===== src/rtl/instruction_assembly_register.sv =====
// Instruction register that is either written one beat at a time (direct mode)
// or assembled from a valid/ready beat stream with a one-deep pending slot (stream mode).
module instruction_assembly_register #(
  parameter int BUS_W = 8,
  parameter int BEATS = 2,
  parameter bit LSB_FIRST = 1'b1,
  localparam int IR_W = BUS_W * BEATS,
  localparam int SEL_W = (BEATS > 1) ? $clog2(BEATS) : 1,
  localparam int CNT_W = $clog2(BEATS) + 1
) (
  input  logic             Clock,
  input  logic             Reset,
  input  logic             Mode,
  input  logic             Flush,
  input  logic [BUS_W-1:0] I,
  input  logic             Write,
  input  logic [SEL_W-1:0] Sel,
  input  logic             IValid,
  output logic             IReady,
  output logic [IR_W-1:0]  IROut,
  output logic             IRValid,
  input  logic             IRAck,
  output logic [CNT_W-1:0] BeatCount
);

  typedef enum logic [0:0] {
    COLLECT = 1'b0,
    HOLD    = 1'b1
  } state_t;

  state_t           state_r, state_s;
  logic [IR_W-1:0]  buf_r, buf_s;
  logic [IR_W-1:0]  ir_r, ir_s;
  logic [CNT_W-1:0] cnt_r, cnt_s;
  logic             irvalid_r, irvalid_s;
  logic             mode_r;
  logic             mode_vld_r;
  logic             mode_chg_s;
  logic             ready_s;
  logic             last_s;
  logic             sel_ok_s;
  logic [CNT_W-1:0] slot_s;
  logic [IR_W-1:0]  word_s;
  logic [IR_W-1:0]  dir_s;

  // Candidate words: buffer with the incoming beat merged, and IROut with a direct write merged.
  always_comb begin
    slot_s   = LSB_FIRST ? cnt_r : (CNT_W'(BEATS - 1) - cnt_r);
    last_s   = (cnt_r == CNT_W'(BEATS - 1));
    sel_ok_s = (CNT_W'(Sel) < CNT_W'(BEATS));
    word_s   = buf_r;
    dir_s    = ir_r;
    for (int k = 0; k < BEATS; k++) begin
      word_s[k*BUS_W +: BUS_W] = (slot_s == CNT_W'(k)) ? I : buf_r[k*BUS_W +: BUS_W];
      dir_s[k*BUS_W +: BUS_W]  = (CNT_W'(Sel) == CNT_W'(k)) ? I : ir_r[k*BUS_W +: BUS_W];
    end
  end

  // Mode is only compared once a post-reset edge has captured it, so release never looks like a change.
  assign mode_chg_s = mode_vld_r & (Mode != mode_r);

  // Next-state and ready logic; a flush or mode change discards everything except IROut.
  always_comb begin
    state_s   = state_r;
    buf_s     = buf_r;
    ir_s      = ir_r;
    cnt_s     = cnt_r;
    irvalid_s = irvalid_r;
    ready_s   = 1'b0;
    if (Flush || mode_chg_s) begin
      state_s   = COLLECT;
      buf_s     = '0;
      cnt_s     = '0;
      irvalid_s = 1'b0;
    end else if (!Mode) begin
      state_s   = COLLECT;
      buf_s     = '0;
      cnt_s     = '0;
      irvalid_s = 1'b0;
      if (Write && sel_ok_s) begin
        ir_s = dir_s;
      end else begin
        ir_s = ir_r;
      end
    end else begin
      case (state_r)
        COLLECT: begin
          ready_s = ~Reset;
          if (IValid && last_s) begin
            cnt_s = '0;
            if (!irvalid_r || IRAck) begin
              ir_s      = word_s;
              irvalid_s = 1'b1;
              buf_s     = '0;
            end else begin
              buf_s   = word_s;
              state_s = HOLD;
            end
          end else if (IValid) begin
            buf_s     = word_s;
            cnt_s     = cnt_r + CNT_W'(1);
            irvalid_s = irvalid_r & ~IRAck;
          end else begin
            irvalid_s = irvalid_r & ~IRAck;
          end
        end
        HOLD: begin
          if (IRAck) begin
            ir_s    = buf_r;
            buf_s   = '0;
            state_s = COLLECT;
          end else begin
            state_s = HOLD;
          end
        end
        default: begin
          state_s = COLLECT;
        end
      endcase
    end
  end

  // State registers with asynchronous clear.
  always_ff @(posedge Clock or posedge Reset) begin
    if (Reset) begin
      state_r    <= COLLECT;
      buf_r      <= '0;
      ir_r       <= '0;
      cnt_r      <= '0;
      irvalid_r  <= 1'b0;
      mode_r     <= 1'b0;
      mode_vld_r <= 1'b0;
    end else begin
      state_r    <= state_s;
      buf_r      <= buf_s;
      ir_r       <= ir_s;
      cnt_r      <= cnt_s;
      irvalid_r  <= irvalid_s;
      mode_r     <= Mode;
      mode_vld_r <= 1'b1;
    end
  end

  assign IReady    = ready_s;
  assign IROut     = ir_r;
  assign IRValid   = irvalid_r;
  assign BeatCount = cnt_r;

endmodule


===== config.mk =====
export PLATFORM = sky130hd
export DESIGN_NAME = instruction_assembly_register
export DESIGN_NICKNAME = d
export VERILOG_FILES = /design/src/rtl/instruction_assembly_register.sv
export SDC_FILE = /design/constraint.sdc
export NUM_CORES = 1
export LEC_CHECK = 0
export CAP_MARGIN = 30
export CORE_ASPECT_RATIO = 0.7
export CORE_MARGIN = 10
export CORE_UTILIZATION = 40
export CTS_CLUSTER_DIAMETER = 40
export DETAILED_ROUTE_END_ITERATION = 8
export DONT_BUFFER_PORTS = 1
export MAX_ROUTING_LAYER = met4
export PLACE_DENSITY = 0.57
export SLEW_MARGIN = 20
export SYNTH_ARGS = -nofsm -noshare
export SYNTH_HDL_FRONTEND = slang
export SYNTH_SLANG_ARGS = --single-unit

===== constraint.sdc =====
create_clock -name Clock -period 4.15 [get_ports Clock]
set_input_delay 0.415 -clock Clock [delete_from_list [all_inputs] [get_ports Clock]]
set_output_delay 0.415 -clock Clock [all_outputs]
set_load 0.01 [all_outputs]

# ---- After elaboration in Yosys (flattened, before gate mapping)
# Cells that the tools add are included.
dict set report classes {
  n_addsub 1
  n_eq_ne 11
  muxes 36
  n_bitwise 6
  n_reduce_logical 12
}
# operator n
set op_table {}
lappend op_table {{16-bit two-way mux} 11}
lappend op_table {{16-bit case mux with 2 select lines} 2}
lappend op_table {{8-bit two-way mux} 4}
lappend op_table {{1-bit two-way mux} 13}
lappend op_table {{6-bit AND reduction} 2}
lappend op_table {{2-bit two-way mux} 5}
lappend op_table {{3-bit inequality test, second input constant} 3}
lappend op_table {{4-bit by 3-bit inequality test with 1-bit output, second input constant} 2}
lappend op_table {{2-bit AND reduction} 3}
lappend op_table {{5-bit inequality test, second input constant} 1}
lappend op_table {{4-bit by 1-bit inequality test with 1-bit output, second input constant} 1}
lappend op_table {{1-bit inverter} 4}
lappend op_table {{2-bit nonzero test} 2}
lappend op_table {{3-bit by 2-bit inequality test with 1-bit output, second input constant} 1}
lappend op_table {{2-bit by 1-bit adder with 2-bit output, second input constant} 1}
lappend op_table {{1-bit AND} 2}
lappend op_table {{2-bit by 1-bit equality test with 1-bit output, second input constant} 1}
lappend op_table {{2-bit logical NOT} 1}
lappend op_table {{1-bit logical OR} 2}
lappend op_table {{2-bit inequality test, second input constant} 1}
lappend op_table {{1-bit case mux with 2 select lines} 1}
lappend op_table {{1-bit logical AND} 1}
lappend op_table {{1-bit logical NOT} 1}
lappend op_table {{1-bit inequality test} 1}
dict set report totals {
  reg_bits 38
  in_bits 16
  out_inout_bits 20
  elab_cells 74
}

# ---- Longest topological paths before layout
dict set report depth {
  word_depth 7
  mapped_depth 5
  depth_no_buf 4
}

# ---- Worst setup path after synthesis
# OpenSTA, ideal clock, no wires.
dict set report synth_timing {
  path_type {register to register}
  start {reg cnt_r[0], in the netlist BeatCount[0]}
  end {reg ir_r[0], in the netlist IROut[0]}
  setup_time_ns 0.125
  t_arrival_ns 1.920
  required_ns 4.025
  setup_slack_ns 2.106
  stages_incl_launch_ff 5
  n_path_buf 1
  period_less_slack_ns 2.044
  path_cell_list {dfrtp_1 > buf_6 > o31ai_1 > mux2_2 > mux2_2}
}
dict set report synth_via {
  elab_chain_len 6
  word_cells_on_any_way 10
  cone_classes {eq/ne: 2; mux: 5; reduce/logical: 3}
}
# element line
set synth_rtl {}
lappend synth_rtl {{start: declaration} 34} ;# logic [CNT_W-1:0] cnt_r, cnt_s;
lappend synth_rtl {{start signal: assignment} 137} ;# cnt_r <= cnt_s;
lappend synth_rtl {{2-bit logical NOT} 54} ;# word_s[k*BUS_W +: BUS_W] = (slot_s == CNT_W'(k)) ? I : buf_r[k*BUS_W +: BUS_W];
lappend synth_rtl {{8-bit two-way mux} 54}
lappend synth_rtl {{16-bit two-way mux} 91} ;# if (!irvalid_r || IRAck) begin
lappend synth_rtl {{16-bit two-way mux} 89} ;# if (IValid && last_s) begin
lappend synth_rtl {{16-bit case mux with 2 select lines} 86} ;# case (state_r)
lappend synth_rtl {{16-bit two-way mux} 75} ;# end else if (!Mode) begin
lappend synth_rtl {{end signal: assignment} 136} ;# ir_r <= ir_s;
lappend synth_rtl {{end: declaration} 33} ;# logic [IR_W-1:0] ir_r, ir_s;
# Several ways; a longest one is shown, not always the timed one. The select of a mux whose other input is x is not followed.
# A chain may end at the register's enable or synchronous reset.

# ---- Final worst setup path
dict set report layout_timing {
  start {reg cnt_r[0], in the netlist BeatCount[0]}
  end {reg ir_r[13], in the netlist IROut[13]}
}
dict set report layout_via {
  elab_chain_len 6
  word_cells_on_any_way 9
  cone_classes {eq/ne: 2; mux: 5; reduce/logical: 2}
}
# element line
set layout_rtl {}
lappend layout_rtl {{2-bit by 1-bit equality test with 1-bit output (*)} {49, 54}}
lappend layout_rtl {{8-bit two-way mux} 54}
lappend layout_rtl {{16-bit two-way mux} 91}
lappend layout_rtl {{16-bit two-way mux} 89}
lappend layout_rtl {{16-bit case mux with 2 select lines} 86}
lappend layout_rtl {{16-bit two-way mux} 75}
# Every way passes the cells marked *; elsewhere a longest branch is shown, timed or not. The select of a mux whose other input is x is not followed.

==> results.json <==
{
  "setup_slack_ns": 1.885,
  "yosys.area.top_type_share_pct": 52.81,
  "grt_max_degree": 39,
  "antenna_found_initial": 0,
  "p_leak_nw": 0.8137,
  "cts-resized-gates": 0,
  "synth_area_leader_cell": "dfrtp_1",
  "cts-root-buf": "clkbuf_8",
  "dp_hpwl_um": 2946,
  "p_sw_w": 0.0002185,
  "synth_cell_types": 31,
  "synth_common_cells": "dfrtp_1, mux2_2, nand2_1",
  "max_slew_margin_pct": 49.93,
  "vias": 1187,
  "syn_inst": 144,
  "min_period_ns": 2.265,
  "ant_nets": 0,
  "clkSinkCount": 38,
  "crit_fanout": 9,
  "fin_setup_tns_ns": 0,
  "cts_buffers": 5,
  "fmax_mhz": 441.4,
  "path_class": "flip-flop to flip-flop",
  "coreArea_sq_um": 4354,
  "worstPathCellList": "and3b_1 > a31oi_2 > a2111oi_4 > mux2_2",
  "grt_pass1_wl_um": 6679,
  "pre_cts_ws_ns": 1.850,
  "hold_path.class": "primary input to asynchronous set/reset pin",
  "fin_util_pct": 44.94,
  "design_area_sq_um": 1957,
  "status": "completed",
  "slew_violations": 0,
  "htreeDepth": 2,
  "cts_tree": "built",
  "rsz0062_at_grt": "no",
  "placed_area_sq_um": 1862,
  "routed_wl_um": 4065,
  "drc_errors": 0,
  "cts_setup_buffers": 0,
  "port_buffers": 0,
  "power.density_nw_per_um2": 416.7,
  "pin_count": 36,
  "synth_edf_count": 0,
  "syn_area_per_cell_sq_um": 12.50,
  "cts.clk_slew.worst_paths_ns": 0.08,
  "crit_path_top_delay_cell": "a2111oi_4",
  "gp_congestion": 0.7106,
  "wl_per_cell_um": 19.64,
  "viasPerCell": 5.734,
  "drt_pre_antenna_iters": 4,
  "synth_flop_cell": "dfrtp_1",
  "synth_most_common_cell": "dfrtp_1",
  "layout-drive-gt1-share_pct": 30.92,
  "start_kind": "flip-flop",
  "setup_viol_count_final": 0,
  "end_kind": "flip-flop",
  "die-area_sq_um": 7627,
  "clkPwrFrac_pct": 32.5,
  "maxCapViolations": 0,
  "final.setup_skew_ns": 0.008426,
  "grt_usage_pct": 11.34,
  "syn_to_final_growth_pct": 8.687,
  "rows": 20,
  "die_w_um": 100.2,
  "grt_pass1_vias": 1236,
  "internal-power_w": 0.0005968,
  "num-fill-cells": 430,
  "n_antenna_cell": 0,
  "overflow": 0,
  "synthArstFlopShare_pct": 100.0,
  "finalHoldViolations": 0,
  "fin_hold_ws_ns": 0.1127,
  "r2r.worst_path.cells": 4,
  "fin_crit_sh_pct": 54.59,
  "yosys_warnings": 0,
  "ir_drop_mv": 0.2377,
  "yosys-top-cells-area": "dfrtp_1, mux2_2, a22o_1",
  "worst_ep_required_time_ns": 4.33,
  "pwr-share-seq_pct": 57.0,
  "syn-cell-area_sq_um": 1800,
  "yosysSeqAreaShare_pct": 52.81,
  "final_nets": 167,
  "worst_ep_arrival_time_ns": 2.44,
  "cpPeakStageDelay_ns": 0.71,
  "die_h_um": 76.13,
  "ys_seq_elements": 38,
  "synth_nets": 160,
  "combPwrFrac_pct": 10.5,
  "worstMarginPinSlew_ns": 0.7461,
  "holdBufCountCts": 0,
  "start_util_pct": 41.35,
  "cts_buffer_depth": 2,
  "first_iter_violations": 77,
  "insertion_delay_ns": 0.29,
  "p_sw_share_pct": 26.80
}
## critical path: cells and delay by family (launching register included)
kind             cells  cell delay (ns)
AO/OA/AOI/OAI        2             0.88
flip-flops           1             0.56
multiplexers         1             0.41
AND/OR/NAND/NOR      1             0.29
## layout make-up
class	count	area [sq um]	area share (%)
well taps	55	68.82	3.517
flip-flops and latches	38	950.9	48.59
inverters	3	11.26	0.5754
clock inverters	2	12.51	0.6394
multi-input cells	100	810.8	41.43
clock buffers	6	82.58	4.220
repair buffers	3	20.02	1.023
## power groups by stage
stage	combinational, W	sequential, W	clock, W
global placement	0.0000837	0.000475	0
floorplan	0.0000765	0.000461	0
detailed placement	0.0000868	0.000475	0
global route	0.0000953	0.000474	0.000294
finish	0.0000859	0.000465	0.000265
CTS	0.0000876	0.000468	0.000275
## worst paths after layout
kind,start,to,slack (ns)
worst max-delay path,BeatCount[0]$_DFFE_PP0P_,IROut[13]$_DFFE_PP0P_,1.88
worst min-delay path,Reset,buf_r[5]$_DFFE_PP0P_,0.11
worst max register to register,BeatCount[0]$_DFFE_PP0P_,IROut[13]$_DFFE_PP0P_,1.88
worst min register to register,buf_r[6]$_DFFE_PP0P_,buf_r[6]$_DFFE_PP0P_,0.50
max in group asynchronous,Reset,IROut[3]$_DFFE_PP0P_,3.70
min in group Clock,Mode,mode_r$_DFF_PP0_,0.15
## logic make-up (layout without fill, tap and decap cells)
group                     count (synthesis)  after routing  share of synthesized area [%]
buffers and inverters                     6             14                          2.154
DFF                                      38             38                          52.81
AOI/OAI and AO/OA                        28             28                          13.69
and+or+nand+nor                          38             38                          10.63
xor gates and xnor gates                  1              1                         0.4865
muxes                                    32             32                          20.01
other                                     1              1                         0.2083
## per-stage QoR
stage           power, W  cells
4_1_cts        0.0008298    207
2_1_floorplan  0.0005373    144
3_5_place_dp   0.0005616    199
6_report       0.0008153    207
5_1_grt        0.0008629    207
3_3_place_gp   0.0005583    198
## cells in the final DEF, fill, tap and decap left out
master and instances:
a2111oi_4 2, a211oi_1 1, a21boi_0 1, a21o_1 1
a21oi_1 2, a22o_1 8, a311oi_1 1, a31oi_2 1
and2_1 1, and3b_1 1, buf_2 1, buf_4 2
clkbuf_8 6, clkinv_2 1, clkinvlp_4 1, conb_1 1
dfrtp_1 38, inv_1 3, mux2_2 32, nand2_1 18
nand2b_1 5, nand3_1 1, nand3b_1 2, nand4b_1 1
nor2_1 4, nor2b_1 1, nor3_1 2, nor4_1 1
o21ai_0 1, o21ai_1 1, o22ai_1 8, o31ai_1 1
or3b_4 1, xnor2_1 1
## flip-flops by register name (all words and copies together), names as in the netlist
name / count
BeatCount: 2
mode_r: 1
IRValid: 1
mode_vld_r: 1
IROut: 16
buf_r: 16
state_r: 1
## per-layer routing
| layer | vias to the layer above | wire length [um] | global-route usage, % |
|---|---|---|---|
| met1 | 596 | 1775 | 14.75 |
| li1 | 543 | - | - |
| met2 | 42 | 1813 | 15.71 |
| met3 | 6 | 436 | 4.257 |
| met4 | 0 | 40 | 3.803 |
| met5 | - | 0 | - |
No activity file was read; power rests on OpenSTA's default activity.
